===== config.mk =====
export PLATFORM = sky130hd
export DESIGN_NAME = lane_pipe_reg
export DESIGN_NICKNAME = d
export VERILOG_FILES = /design/src/rtl/pipe_pkg.sv /design/src/rtl/pipe_lane.sv /design/src/rtl/lane_pipe_reg.sv
export SDC_FILE = /design/constraint.sdc
export NUM_CORES = 1
export LEC_CHECK = 0
export ABC_AREA = 1
export CAP_MARGIN = 20
export CORE_AREA = 5 5 215 217
export DETAILED_ROUTE_END_ITERATION = 10
export DIE_AREA = 0 0 220 222
export PLACE_DENSITY = 0.51
export SETUP_SLACK_MARGIN = 0.3
export SLEW_MARGIN = 5
export SYNTH_ARGS = -nofsm -noshare
export SYNTH_HDL_FRONTEND = slang
export SYNTH_HIERARCHICAL = 1
export SYNTH_SLANG_ARGS = --single-unit

===== constraint.sdc =====
create_clock -name clk -period 2.1 [get_ports clk]
set_input_delay 0.21 -clock clk [delete_from_list [all_inputs] [get_ports clk]]
set_output_delay 0.21 -clock clk [all_outputs]
set_load 0.01 [all_outputs]

===== src/rtl/pipe_pkg.sv =====
// ============================================================================
// pipe_pkg : shared constants and lane-slice helper for lane_pipe_reg
// Revision : 1.0
// ============================================================================
`default_nettype none

package pipe_pkg;

  localparam int          DEF_LANES = 2;
  localparam int          DEF_WIDTH = 32;
  localparam logic [31:0] NOP_INSN  = 32'h0000_0000;

  // Lane i of a packed multi-lane bus lives at [lane_lsb(i, W) +: W].
  function automatic int lane_lsb(input int lane, input int width);
    return lane * width;
  endfunction

endpackage

`default_nettype wire


===== src/rtl/pipe_lane.sv =====
// ============================================================================
// pipe_lane : one issue slot of the decode/execute pipeline register
// Revision  : 1.0
// ============================================================================
`default_nettype none

module pipe_lane
  import pipe_pkg::*;
#(
  parameter int               WIDTH = DEF_WIDTH,
  parameter logic [WIDTH-1:0] NOP   = WIDTH'(NOP_INSN)
) (
  input  logic             clk_i,
  input  logic             rst_ni,
  input  logic             flush_i,
  input  logic             we_i,
  input  logic             kill_i,
  input  logic             valid_i,
  input  logic [WIDTH-1:0] pc_i,
  input  logic [WIDTH-1:0] a_i,
  input  logic [WIDTH-1:0] b_i,
  input  logic [WIDTH-1:0] insn_i,
  input  logic             bp_i,
  output logic             valid_o,
  output logic [WIDTH-1:0] pc_o,
  output logic [WIDTH-1:0] a_o,
  output logic [WIDTH-1:0] b_o,
  output logic [WIDTH-1:0] insn_o,
  output logic             bp_o
);

  logic             valid_q, valid_d;
  logic             bp_q,    bp_d;
  logic [WIDTH-1:0] pc_q,    pc_d;
  logic [WIDTH-1:0] a_q,     a_d;
  logic [WIDTH-1:0] b_q,     b_d;
  logic [WIDTH-1:0] insn_q,  insn_d;
  logic             w_live;

  assign w_live = valid_i & ~kill_i;

  always_comb begin
    valid_d = valid_q;
    bp_d    = bp_q;
    pc_d    = pc_q;
    a_d     = a_q;
    b_d     = b_q;
    insn_d  = insn_q;
    if (flush_i) begin
      valid_d = 1'b0;
      bp_d    = 1'b0;
      pc_d    = '0;
      a_d     = '0;
      b_d     = '0;
      insn_d  = NOP;
    end else if (we_i) begin
      // pc/operands are captured even for dead slots so traces stay meaningful
      valid_d = w_live;
      pc_d    = pc_i;
      a_d     = a_i;
      b_d     = b_i;
      insn_d  = w_live ? insn_i : NOP;
      bp_d    = w_live & bp_i;
    end
  end

  always_ff @(posedge clk_i) begin
    if (!rst_ni) begin
      valid_q <= 1'b0;
      bp_q    <= 1'b0;
      pc_q    <= '0;
      a_q     <= '0;
      b_q     <= '0;
      insn_q  <= NOP;
    end else begin
      valid_q <= valid_d;
      bp_q    <= bp_d;
      pc_q    <= pc_d;
      a_q     <= a_d;
      b_q     <= b_d;
      insn_q  <= insn_d;
    end
  end

  assign valid_o = valid_q;
  assign bp_o    = bp_q;
  assign pc_o    = pc_q;
  assign a_o     = a_q;
  assign b_o     = b_q;
  assign insn_o  = insn_q;

endmodule

`default_nettype wire


===== src/rtl/lane_pipe_reg.sv =====
// ============================================================================
// lane_pipe_reg : multi-lane decode/execute pipeline register with
//                 stall, flush, per-lane kill and saturating perf counters
// Revision      : 1.0
// ============================================================================
`default_nettype none

module lane_pipe_reg
  import pipe_pkg::*;
#(
  parameter int               LANES = DEF_LANES,
  parameter int               WIDTH = DEF_WIDTH,
  parameter logic [WIDTH-1:0] NOP   = WIDTH'(NOP_INSN),
  parameter int               CNT_W = 16
) (
  input  logic                   clk,
  input  logic                   reset,
  input  logic                   we,
  input  logic                   flush,
  input  logic [LANES-1:0]       kill_mask,
  input  logic [LANES-1:0]       in_valid,
  input  logic [LANES*WIDTH-1:0] pc_in,
  input  logic [LANES*WIDTH-1:0] data_inA,
  input  logic [LANES*WIDTH-1:0] data_inB,
  input  logic [LANES*WIDTH-1:0] instruction_in,
  input  logic [LANES-1:0]       bp_taken_in,
  output logic [LANES-1:0]       valid_out,
  output logic [LANES*WIDTH-1:0] pc_out,
  output logic [LANES*WIDTH-1:0] data_outA,
  output logic [LANES*WIDTH-1:0] data_outB,
  output logic [LANES*WIDTH-1:0] instruction_out,
  output logic [LANES-1:0]       bp_taken_out,
  output logic [CNT_W-1:0]       stall_cnt,
  output logic [CNT_W-1:0]       flush_cnt
);

  for (genvar gi = 0; gi < LANES; gi++) begin : g_lane
    localparam int LSB = lane_lsb(gi, WIDTH);

    pipe_lane #(
      .WIDTH (WIDTH),
      .NOP   (NOP)
    ) u_lane (
      .clk_i   (clk),
      .rst_ni  (reset),
      .flush_i (flush),
      .we_i    (we),
      .kill_i  (kill_mask[gi]),
      .valid_i (in_valid[gi]),
      .pc_i    (pc_in[LSB +: WIDTH]),
      .a_i     (data_inA[LSB +: WIDTH]),
      .b_i     (data_inB[LSB +: WIDTH]),
      .insn_i  (instruction_in[LSB +: WIDTH]),
      .bp_i    (bp_taken_in[gi]),
      .valid_o (valid_out[gi]),
      .pc_o    (pc_out[LSB +: WIDTH]),
      .a_o     (data_outA[LSB +: WIDTH]),
      .b_o     (data_outB[LSB +: WIDTH]),
      .insn_o  (instruction_out[LSB +: WIDTH]),
      .bp_o    (bp_taken_out[gi])
    );
  end

  logic [CNT_W-1:0] stall_cnt_q, stall_cnt_d;
  logic [CNT_W-1:0] flush_cnt_q, flush_cnt_d;

  // Flush wins over stall, so a flush edge never counts as a stall cycle.
  always_comb begin
    stall_cnt_d = stall_cnt_q;
    flush_cnt_d = flush_cnt_q;
    if (flush) begin
      if (flush_cnt_q != '1) flush_cnt_d = flush_cnt_q + CNT_W'(1);
    end else if (!we && (|valid_out)) begin
      if (stall_cnt_q != '1) stall_cnt_d = stall_cnt_q + CNT_W'(1);
    end
  end

  always_ff @(posedge clk) begin
    if (!reset) begin
      stall_cnt_q <= '0;
      flush_cnt_q <= '0;
    end else begin
      stall_cnt_q <= stall_cnt_d;
      flush_cnt_q <= flush_cnt_d;
    end
  end

  assign stall_cnt = stall_cnt_q;
  assign flush_cnt = flush_cnt_q;

endmodule

`default_nettype wire


==> impl_results.md, run 1 <==
- Total Routing Usage GR: 18.4%
- Top_reg_cell synth: dfxtp_1
- Worst-case clock buffer depth: 3
- Clock-pin slew on the worst setup and hold paths: 0.06 ns
- Post-Syn Nets: 1724
- Max-slew violations: 0
- Post-Place Cells: 2526
- Setup TNS: 0 ns
- Crit-path max cell delay: 0.60 ns
- Clock power share: 45.2%
- Post-DRT Antenna Nets: 0
- Initial DRT Pass Iterations: 5
- Psw: 3.16 mW
- Crit path max-delay cell type: clkdlybuf4s50_1
- Sw frac: 23.9%
- Nets: 2240
- Status: finished clean
- Worst slew margin relative to its limit: 55.4%
- Area contributors post-synth: dfxtp_1 52%, nand2_1 17%, a21oi_1 12%
- CTS sink count: 292
- Min Tclk post-route: 1.77 ns
- Die area: 0.0488 mm2
- Comb pwr share: 11.3%
- Post-synth top cells: 527 x nand2_1, 292 x dfxtp_1, 278 x a21oi_1, 72 x nand4_1, 72 x nor2_1
- Final Hold Fails: 0
- XOR/XNOR Fraction of Synth Area: 0.155%
- Core ar.: 0.0439 mm2
- P_int: 10.1 mW
- RSZ-0062 raised after global routing: no
- Max VDD drop: 0.000374 V
- Top Family by Delay on Critical Path: buffers and inverters
- Max_cap viols: 0
- Worst EP arrival: 1.56 ns
- # IOs: 558
- Post-synth ARST share: 0%
- CTS tree: yes
- CP cell instances: clkdlybuf4s50_1
- Largest family of logic cells by synthesized area: simple AND/OR/NAND/NOR gates
- Required time of the critical path: 1.89 ns
- CTS buffer count: 36
- GP Congestion: 0.833
- #FFs+latches synth: 292
- Iteration-0 DRC count of the detailed router: 522
- EDFF count, synth: 0
- Kind of critical path: reg -> out
- Largest area contributor in the netlist: dfxtp_1
- Largest net degree at the start of global routing: 129
- H-Tree Depth: 2
- # DRC: 0
- Post-CTS Hold Buffers: 0
- Initial antenna violation count: 10
- Synthesized area per cell: 7.77 um2
- DP HPWL: 35.0 mm
- FP Rows: 77
- CP Max Fanout: 4
- Fmax achieved: 567 MHz
- Sequential share of the synthesized area: 51.7%
- Total gr overflow: 0
- DIE HEIGHT: 222 um
- Worst-Skew Late Latency: 0.54 ns
- Clock skew: 0.0232 ns
- Layout cells sized above 1: 5.97%
- Adder-cell share of the synthesized area: 0.221%
- Vias in the first global route: 11300
- Startpoint types: flop
- Via density: 4.50
- Buffers plus inverters on the worst setup path: 1
- Compound-cell area share of the yosys netlist: 12.6%
- Clk root buf: clkbuf_16
- Distinct cells, synth: 31
- Slew @ Worst Pin: 0.669 ns
- Crit. End Element: output pin
- Fin crit share: 84.1%
- Area grow syn2layout: 62.7%
- Via count: 11600
- Filler cell count: 4504
- Synth Instances: 1456
- Final Setup Violations: 0
- WL/cell: 18.3 um
- HP Class: in -> reg
- Die width: 220 um
- Post-CTS Setup Bufs: 0
- Pleak: 6.79 nW
- R2r setup slk: 0.49 ns
- Synth Cell Area: 0.0113 mm2
- Top cell type's share of synthesized area: 51.7%
- PD cells: 720 mW/mm2
- Top-count cell post-synth: nand2_1
- Port bufs: 557
- First-pass GRT wire length: 70.2 mm
- Synth Warn #: 6
- Post-synthesis simple-gate area fraction: 27.4%
- Total Wirelength: 47.4 mm
- Final Non-Filler Cells: 2588
- Starting density of the core: 25.7%
- Sequential Power Share: 43.4%
- Multiplexer share of the synthesized area: 0%
[through the flow]
step                      utilization (%)  cell area [um2]  power, mW  setup slack, ns  hold slack [ns]
after CTS                            41.8            18400       13.5            0.303           0.0288
after global placement               39.3            17300       7.38            0.249            0.447
after detailed placement             39.3            17300       7.39            0.226            0.452
after floorplan                         -            11300       6.45            0.676            0.350
final                                41.9            18400       13.2            0.335           0.0741
after global routing                 41.9            18400       13.8            0.301           0.0480
[area by class of cell]
type                    instances  area (um2)  area share (%)
well taps                     592         741            4.03
multi-input cells            1019        4580            24.9
clock inverters                 4        31.3           0.170
diodes                          2        5.00          0.0272
clock buffers                  56        1100            5.97
repair buffers                583        5930            32.2
flip-flops and latches        292        5860            31.8
inverters                      40         155           0.843
[final timing paths]
kind | from | end | depth (start not counted)
setup / recovery | stall_cnt[11]$_SDFFE_PN0P_ | stall_cnt[11] | 1
setup reg to reg | stall_cnt[0]$_SDFFE_PN0P_ | stall_cnt[10]$_SDFFE_PN0P_ | 8
hold / removal | we | g_lane[0].u_lane/pc_o[6]$_SDFFE_PP0P_ | 3
hold reg to reg | g_lane[0].u_lane/b_o[13]$_SDFFE_PP0P_ | g_lane[0].u_lane/b_o[13]$_SDFFE_PP0P_ | 2
[sequential cells by signal (all words and copies together) (netlist names)]
name,flops
g_lane.u_lane/a_o,64
stall_cnt,16
g_lane.u_lane/valid_o,2
g_lane.u_lane/pc_o,64
g_lane.u_lane/b_o,64
g_lane.u_lane/insn_o,64
g_lane.u_lane/bp_o,2
flush_cnt,16
[power by group through the flow]
| stage | combinational (mW) | sequential (mW) | clock, mW |
|---|---|---|---|
| after floorplan | 0.517 | 5.93 | 0 |
| after global placement | 1.51 | 5.87 | 0 |
| after detailed placement | 1.52 | 5.87 | 0 |
| after CTS | 1.52 | 5.75 | 6.24 |
| after global routing | 1.62 | 5.77 | 6.43 |
| final | 1.50 | 5.75 | 5.99 |
[layer usage]
layer	global-route usage (%)	routed length (um)	vias to the layer above
met5	0	80	-
met4	6.36	1450	10
met3	7.61	5000	87
met2	31.1	22800	408
met1	20.8	18000	5334
li1	-	-	5796
[tightest hold or removal path: cells and delay by family]
kind | cells | cell delay (ns)
buf+inv | 1 | 0.19
compound gates | 1 | 0.06
simple gates | 1 | 0.09
[cells by family after synthesis]
kind of cell,after synthesis
fa+ha+maj,2
compound gates,285
buf+inv,145
xor+xnor,2
simple gates,730
flops,292
[what timing repair did]
action / 4_1_cts / 5_1_grt
pin swaps: 0 / 0
endpoints found under the setup margin: 26 / 9
resized for setup: 26 / 9
[layout by cell type, fill, tap and decap left out, drive strengths merged, types with 2 or more instances in the layout]
cell           count
a21oi            278
clkbuf            57
dfxtp            292
nand2            533
dlygate4sd2       19
buf               26
nor3               4
nand3b             3
nor2              80
dlymetal6s2s       7
diode              2
o21ai              6
inv               38
and2               2
nand3             35
ha                 2
nand4             73
clkdlybuf4s50    530
clkinv             6
No activity file was read; power rests on OpenSTA's default activity.
==> inputs of run 2 (changes only) <==
--- a/config.mk
+++ b/config.mk
@@ -10,7 +10,7 @@
 export CORE_AREA = 5 5 215 217
 export DETAILED_ROUTE_END_ITERATION = 10
 export DIE_AREA = 0 0 220 222
-export PLACE_DENSITY = 0.51
+export PLACE_DENSITY = 0.53
 export SETUP_SLACK_MARGIN = 0.3
 export SLEW_MARGIN = 5
 export SYNTH_ARGS = -nofsm -noshare
==> constraint.sdc (replaced) <==
create_clock -name clk -period 1.55 [get_ports clk]
set_input_delay 0.155 -clock clk [delete_from_list [all_inputs] [get_ports clk]]
set_output_delay 0.155 -clock clk [all_outputs]
set_load 0.01 [all_outputs]
==> run 2 against run 1 <==
Sequential share of layout area grew 0.92 points; largest power group unchanged; final area shrank 0.97%; critical path type is now reg -> reg; hold slack gained 0.037 ns.
==> impl_results.md, run 2 (same netlist as run 1, synthesis figures left out) <==
- Port bufs: 557 (unchanged)
- Initial DRT Pass Iterations: 5 (unchanged)
- P_int: 13.6 mW (+34%)
- Sw frac: 24.0% (+0.19 points)
- Largest net degree at the start of global routing: 102 (-21%)
- FP Rows: 77 (unchanged)
- Top Family by Delay on Critical Path: simple AND/OR/NAND/NOR gates
- Slew @ Worst Pin: 0.473 ns (-0.196 ns)
- Sequential Power Share: 43.4% (about the same)
- Worst-case clock buffer depth: 3 (unchanged)
- Final Hold Fails: 0 (unchanged)
- Fin crit share: 88.6%
- Most common cell after layout, fill and taps aside: nand2_1
- DP HPWL: 35.2 mm (+0.66%)
- Clk root buf: clkbuf_16
- Clock skew: 0.0283 ns (+0.00511 ns)
- Iteration-0 DRC count of the detailed router: 615 (+18%)
- Clock power share: 45.6% (+0.4 points)
- Initial antenna violation count: 8 (-2)
- Final instance area: 0.0182 mm2 (-0.97%)
- Area grow syn2layout: 61.2%
- Starting density of the core: 25.7% (unchanged)
- # DRC: 0 (unchanged)
- Max VDD drop: 0.000850 V (+130%)
- Max-slew violations: 0 (unchanged)
- RSZ-0062 raised after global routing: yes
- CTS sink count: 292 (unchanged)
- Crit. End Element: flop
- Worst-Skew Late Latency: 0.55 ns (about the same)
- CP cell instances: buf_6, nand2_1, nor2_1, nand2_1, nor2_1, nand4_1, nand2_1, nor2_1
- Pleak: 7.60 nW (+12%)
- Max_cap viols: 0 (unchanged)
- Storage element area: 0.00597 mm2 (+1.9%)
- Crit path max-delay cell type: dfxtp_2
- Total Routing Usage GR: 18.3% (-0.031 points)
- Post-DRT Antenna Nets: 0 (unchanged)
- HP Class: in -> reg
- Critical R2R Capture: flush_cnt[13]$_SDFFE_PN0P_
- Crit-path max cell delay: 0.34 ns (-0.26 ns)
- Hold endpoint: g_lane[1].u_lane/pc_o[31]$_SDFFE_PP0P_
- Status: finished clean
- Area after DPL: 0.0175 mm2 (+1.5%)
- Reg2Reg Depth: 8 (unchanged)
- Fmax achieved: 728 MHz
- Hold Path Cell Cnt: 4 (+1)
- Total gr overflow: 0 (unchanged)
- First-pass GRT wire length: 70.3 mm (+0.15%)
- Vias in the first global route: 11400 (+0.85%)
- Area taken by multi-input logic gates: 0.00499 mm2 (+9.0%)
- FF-to-FF Start: flush_cnt[7]$_SDFFE_PN0P_
- Die area: 0.0488 mm2 (unchanged)
- DIE HEIGHT: 222 um (unchanged)
- R2r setup slk: 0.18 ns (-0.31 ns)
- H-Tree Depth: 2 (unchanged)
- GP Congestion: 0.830 (-0.34%)
- Worst EP arrival: 1.81 ns (+0.25 ns)
- Via count: 12100 (+3.6%)
- Most frequent cells in the layout: 509 x nand2_1, 270 x a21oi_1, 264 x clkdlybuf4s50_1
- Final core utilization: 41.5% (-0.40 points)
- Filler cell count: 4515 (+0.24%)
- WL/cell: 18.4 um (+0.78%)
- Worst slew margin relative to its limit: 68.5% (+13 points)
- Layout cells sized above 1: 27.3% (+21 points)
- Kind of critical path: reg -> reg
- Buffers plus inverters on the worst setup path: 1 (unchanged)
- Final Setup Violations: 0 (unchanged)
- Required time of the critical path: 1.99 ns (+0.10 ns)
- Die width: 220 um (unchanged)
- CTS tree: yes
- Total Wirelength: 48.8 mm (+3.0%)
- Via density: 4.56 (+1.4%)
- PD cells: 979 mW/mm2 (+36%)
- Min Tclk post-route: 1.37 ns
- CP Max Fanout: 4 (unchanged)
- Clock-pin slew on the worst setup and hold paths: 0.07 ns (about the same)
- Comb pwr share: 11.0% (-0.3 points)
- Core ar.: 0.0439 mm2 (unchanged)
- Psw: 4.29 mW (+36%)
- Setup TNS: 0 ns (unchanged)
- CTS buffer count: 35 (-2.8%)
- Startpoint types: flop
- Hold Slack: 0.111 ns (+0.0369 ns)
- Nets: 2298 (+2.6%)
- # IOs: 558 (unchanged)
- Overall Power: 17.8 mW (+35%)
- Worst Hold Launch: we
run 2: cell types whose count changed in the layout (fill, tap and decap cells not counted), moves of 19 or more:
cell,delta
clkbuf_2,+93
buf_2,+153
dfxtp_1,-37
clkdlybuf4s50_1,-266
dfxtp_4,+26
dlygate4sd2_1,-19
buf_4,+55
buf_6,+39
run 2: worst min-delay path: stages:
cell and delay [ns]:
clkbuf_8 0.16, buf_4 0.18, nand2_1 0.05, a21oi_1 0.05
run 2: repair_timing:
item,in CTS,in global routing
hold buffers,1,0
endpoints found under the hold margin,2,0
cloned,1,3
endpoints found under the setup margin,324,166
buffers inserted,6,31
resized for setup,975,315
pin swaps,1,29
run 2: power groups by stage:
stage / clock network [mW] / registers [mW] / logic, mW
after floorplan: 0 / 8.03 / 0.702
after global placement: 0 / 7.95 / 2.10
after detailed placement: 0 / 7.95 / 2.11
after CTS: 8.42 / 7.75 / 1.97
after global routing: 8.78 / 7.77 / 2.13
final: 8.13 / 7.75 / 1.96
run 2: final cells by class:
type	count	area share, %
tap	592	4.06
clock buffer	51	5.58
clock inverter	9	0.584
antenna	1	0.0137
multi-input combinational	1023	27.4
inverter	40	0.913
timing repair buffer	638	28.7
sequential	292	32.7
run 2: worst max-delay path by stage:
stage | from | endpoint | slack (ns) | depth (start not counted)
2_1_floorplan | flush_cnt[0]$_SDFFE_PN0P_ | flush_cnt[14]$_SDFFE_PN0P_ | 0.30 | 7
6_report | flush_cnt[7]$_SDFFE_PN0P_ | flush_cnt[13]$_SDFFE_PN0P_ | 0.18 | 8
3_5_place_dp | flush | g_lane[1].u_lane/insn_o[6]$_SDFFE_PP0P_ | -0.13 | 6
3_3_place_gp | flush | g_lane[1].u_lane/insn_o[5]$_SDFFE_PP0P_ | -0.11 | 6
4_1_cts | stall_cnt[0]$_SDFFE_PN0P_ | stall_cnt[0]$_SDFFE_PN0P_ | 0.20 | 8
5_1_grt | flush_cnt[5]$_SDFFE_PN0P_ | flush_cnt[14]$_SDFFE_PN0P_ | 0.08 | 8
run 2: per-layer routing:
layer,global-route usage [%],vias to the layer above,wire (um)
met5,0,-,95
met4,6.20,14,1750
met3,7.91,105,5190
met2,30.8,458,23400
met1,20.9,5540,18400
li1,-,5941,-
run 2: per-stage QoR:
stage,setup slack (ns),cells
3_5_place_dp,-0.126,2543
4_1_cts,0.196,2611
5_1_grt,0.0820,2646
2_1_floorplan,0.297,1456
3_3_place_gp,-0.111,2543
6_report,0.177,2646
==> inputs of run 3 (changes only) <==
--- a/config.mk
+++ b/config.mk
@@ -11,7 +11,7 @@
 export DETAILED_ROUTE_END_ITERATION = 10
 export DIE_AREA = 0 0 220 222
 export PLACE_DENSITY = 0.53
-export SETUP_SLACK_MARGIN = 0.3
+export SETUP_SLACK_MARGIN = 0.5
 export SLEW_MARGIN = 5
 export SYNTH_ARGS = -nofsm -noshare
 export SYNTH_HDL_FRONTEND = slang
==> run 3 against run 2 <==
Maximum frequency grew 0.27%; die area did not move; highest routed layer unchanged; largest power group unchanged; via count rose by 0.77%; final area is 12% higher; core utilization up 5.1 points; critical path depth grew 1; sequential cell count unchanged.
==> impl_results.md, run 3 (same netlist as run 1, synthesis figures left out) <==
- CTS sink count: 292 (unchanged)
- Min Tclk post-route: 1.37 ns (-0.00374 ns)
- DP HPWL: 35.3 mm (+0.25%)
- Worst-Skew Late Latency: 0.53 ns (-0.02 ns)
- RSZ-0062 raised after global routing: yes
- Total gr overflow: 0 (unchanged)
- Max_cap viols: 0 (unchanged)
- Area taken by multi-input logic gates: 0.00500 mm2 (+0.13%)
- First-pass GRT wire length: 70.8 mm (+0.67%)
- Worst-case clock buffer depth: 3 (unchanged)
- Hold Path Cell Cnt: 4 (unchanged)
- Overall Power: 18.2 mW (+2.0%)
- Slew @ Worst Pin: 0.369 ns (-0.104 ns)
- Area grow syn2layout: 81.1%
- PD cells: 889 mW/mm2 (-9.2%)
- Crit. End Element: flop
- Final Setup Violations: 0 (unchanged)
- Fin crit share: 88.3% (-0.24 points)
- HP Class: in -> reg
- Clock-pin slew on the worst setup and hold paths: 0.06 ns (about the same)
- # IOs: 558 (unchanged)
- Post-Place Cells: 2542 (-0.039%)
- Total Routing Usage GR: 18.5% (+0.15 points)
- Most common cell after layout, fill and taps aside: nand2_1
- Worst Hold Launch: we
- Post-DRT Antenna Nets: 0 (unchanged)
- Die area: 0.0488 mm2 (unchanged)
- Initial antenna violation count: 7 (-1)
- Fmax achieved: 730 MHz (+0.27%)
- CTS tree: yes
- Die width: 220 um (unchanged)
- DIE HEIGHT: 222 um (unchanged)
- Vias in the first global route: 11500 (+0.69%)
- Total Wirelength: 49.2 mm (+0.87%)
- Post-CTS Hold Buffers: 0 (-1)
- Final Hold Fails: 0 (unchanged)
- Max VDD drop: 0.000536 V (-37%)
- H-Tree Depth: 2 (unchanged)
- Kind of critical path: reg -> reg
- Area after DPL: 0.0176 mm2 (+0.32%)
- WL/cell: 18.3 um (-0.56%)
- Critical R2R Capture: stall_cnt[14]$_SDFFE_PN0P_
- Clk root buf: clkbuf_16
- Reg2Reg Depth: 9 (+1)
- Via density: 4.53 (-0.66%)
- Required time of the critical path: 1.98 ns (about the same)
- Nets: 2336 (+1.7%)
- CP Max Fanout: 3 (-1)
- Starting density of the core: 25.7% (unchanged)
- Worst slew margin relative to its limit: 75.4% (+6.9 points)
- Most frequent cells in the layout: 508 x nand2_1, 305 x buf_6, 266 x a21oi_1
- Met3 routed WL: 4.88 mm (-5.9%)
- CTS buffer count: 35 (unchanged)
- Routed length on met1: 18.4 mm (-0.36%)
- Highest Signal Layer: met5
- Iteration-0 DRC count of the detailed router: 681 (+11%)
- R2r setup slk: 0.18 ns (about the same)
- FF-to-FF Start: stall_cnt[1]$_SDFFE_PN0P_
- Clock skew: 0.0214 ns (-0.00690 ns)
- Layout cells sized above 1: 40.9% (+14 points)
- Startpoint types: flop
- Max-slew violations: 0 (unchanged)
- Pleak: 8.20 nW (+7.9%)
- Final instance area: 0.0205 mm2 (+12%)
- Storage element area: 0.00629 mm2 (+5.4%)
- # DRC: 0 (unchanged)
- Hold endpoint: g_lane[0].u_lane/insn_o[12]$_SDFFE_PP0P_
- Core ar.: 0.0439 mm2 (unchanged)
- Largest net degree at the start of global routing: 73 (-28%)
- Worst EP arrival: 1.80 ns (about the same)
- FP Rows: 77 (unchanged)
- Status: finished clean
- Worst slack at placement: -0.122 ns (+0.00430 ns)
- WL met2: 24.0 mm (+2.9%)
- Initial DRT Pass Iterations: 6 (+1)
- Final Non-Filler Cells: 2684 (+1.4%)
- Filler cell count: 4314 (-4.5%)
- GP Congestion: 0.805 (-3.0%)
- Final worst slack: 0.181 ns (+0.00374 ns)
- Port bufs: 557 (unchanged)
- Via count: 12200 (+0.77%)
[run 3: cell count changes in the layout (fill, tap and decap cells not counted), sizes merged, moves of 2 or more]
cell	previous run	this run
buf	279	414
clkbuf	145	52
clkinv	9	4
nand4	76	73
diode	1	3
[run 3: final cells by class]
class | count | share of cell area (%)
repair buffers | 679 | 34.9
flip-flops and latches | 292 | 30.7
multi-input cells | 1020 | 24.4
clock inverters | 7 | 0.568
diodes | 3 | 0.0367
clock buffers | 51 | 4.91
inverters | 40 | 0.794
well taps | 592 | 3.62
[run 3: metrics by stage]
stage	utilization [%]	setup TNS, ns	hold WS, ns
global placement	40.0	-0.924	0.446
detailed placement	40.0	-1.43	0.450
floorplan	-	0	0.295
global route	46.6	0	0.118
CTS	43.2	0	0.103
finish	46.6	0	0.128
[run 3: where the power goes]
part	switching [mW]	internal, mW	leakage (nW)
clock network	3.22	4.98	0.547
logic	0.947	1.24	5.14
registers	0.138	7.68	2.52
total	4.30	13.9	8.20
[run 3: worst max-delay path, cell delays in order (launching register included)]
cell     delay, ns
dfxtp_4       0.37
ha_4          0.17
nand3_4       0.10
buf_4         0.14
nor2_1        0.08
nand3_1       0.08
nor2_1        0.12
nand3_1       0.09
nand2_1       0.07
nor2_1        0.03
[run 3: what timing repair did]
item | in CTS | in global routing
cloned | 0 | 1
setup endpoints to repair | 324 | 336
resized for setup | 1033 | 924
pin swaps | 3 | 34
setup buffers | 20 | 60
[run 3: worst max-delay path by stage]
stage / start / end / slack [ns] / cells past startpoint
floorplan: stall_cnt[1]$_SDFFE_PN0P_ / stall_cnt[2]$_SDFFE_PN0P_ / 0.31 / 7
global placement: flush / stall_cnt[9]$_SDFFE_PN0P_ / -0.14 / 7
detailed placement: flush / stall_cnt[3]$_SDFFE_PN0P_ / -0.12 / 8
CTS: g_lane[1].u_lane/insn_o[13]$_SDFFE_PP0P_ / instruction_out[45] / 0.21 / 1
global route: stall_cnt[1]$_SDFFE_PN0P_ / stall_cnt[1]$_SDFFE_PN0P_ / 0.11 / 8
finish: stall_cnt[1]$_SDFFE_PN0P_ / stall_cnt[14]$_SDFFE_PN0P_ / 0.18 / 9
[run 3: per-layer routing]
metal | track usage, % | vias up
li1 | - | 5996
met1 | 20.4 | 5647
met2 | 31.4 | 403
met3 | 7.77 | 97
met4 | 7.33 | 8
met5 | 0 | -
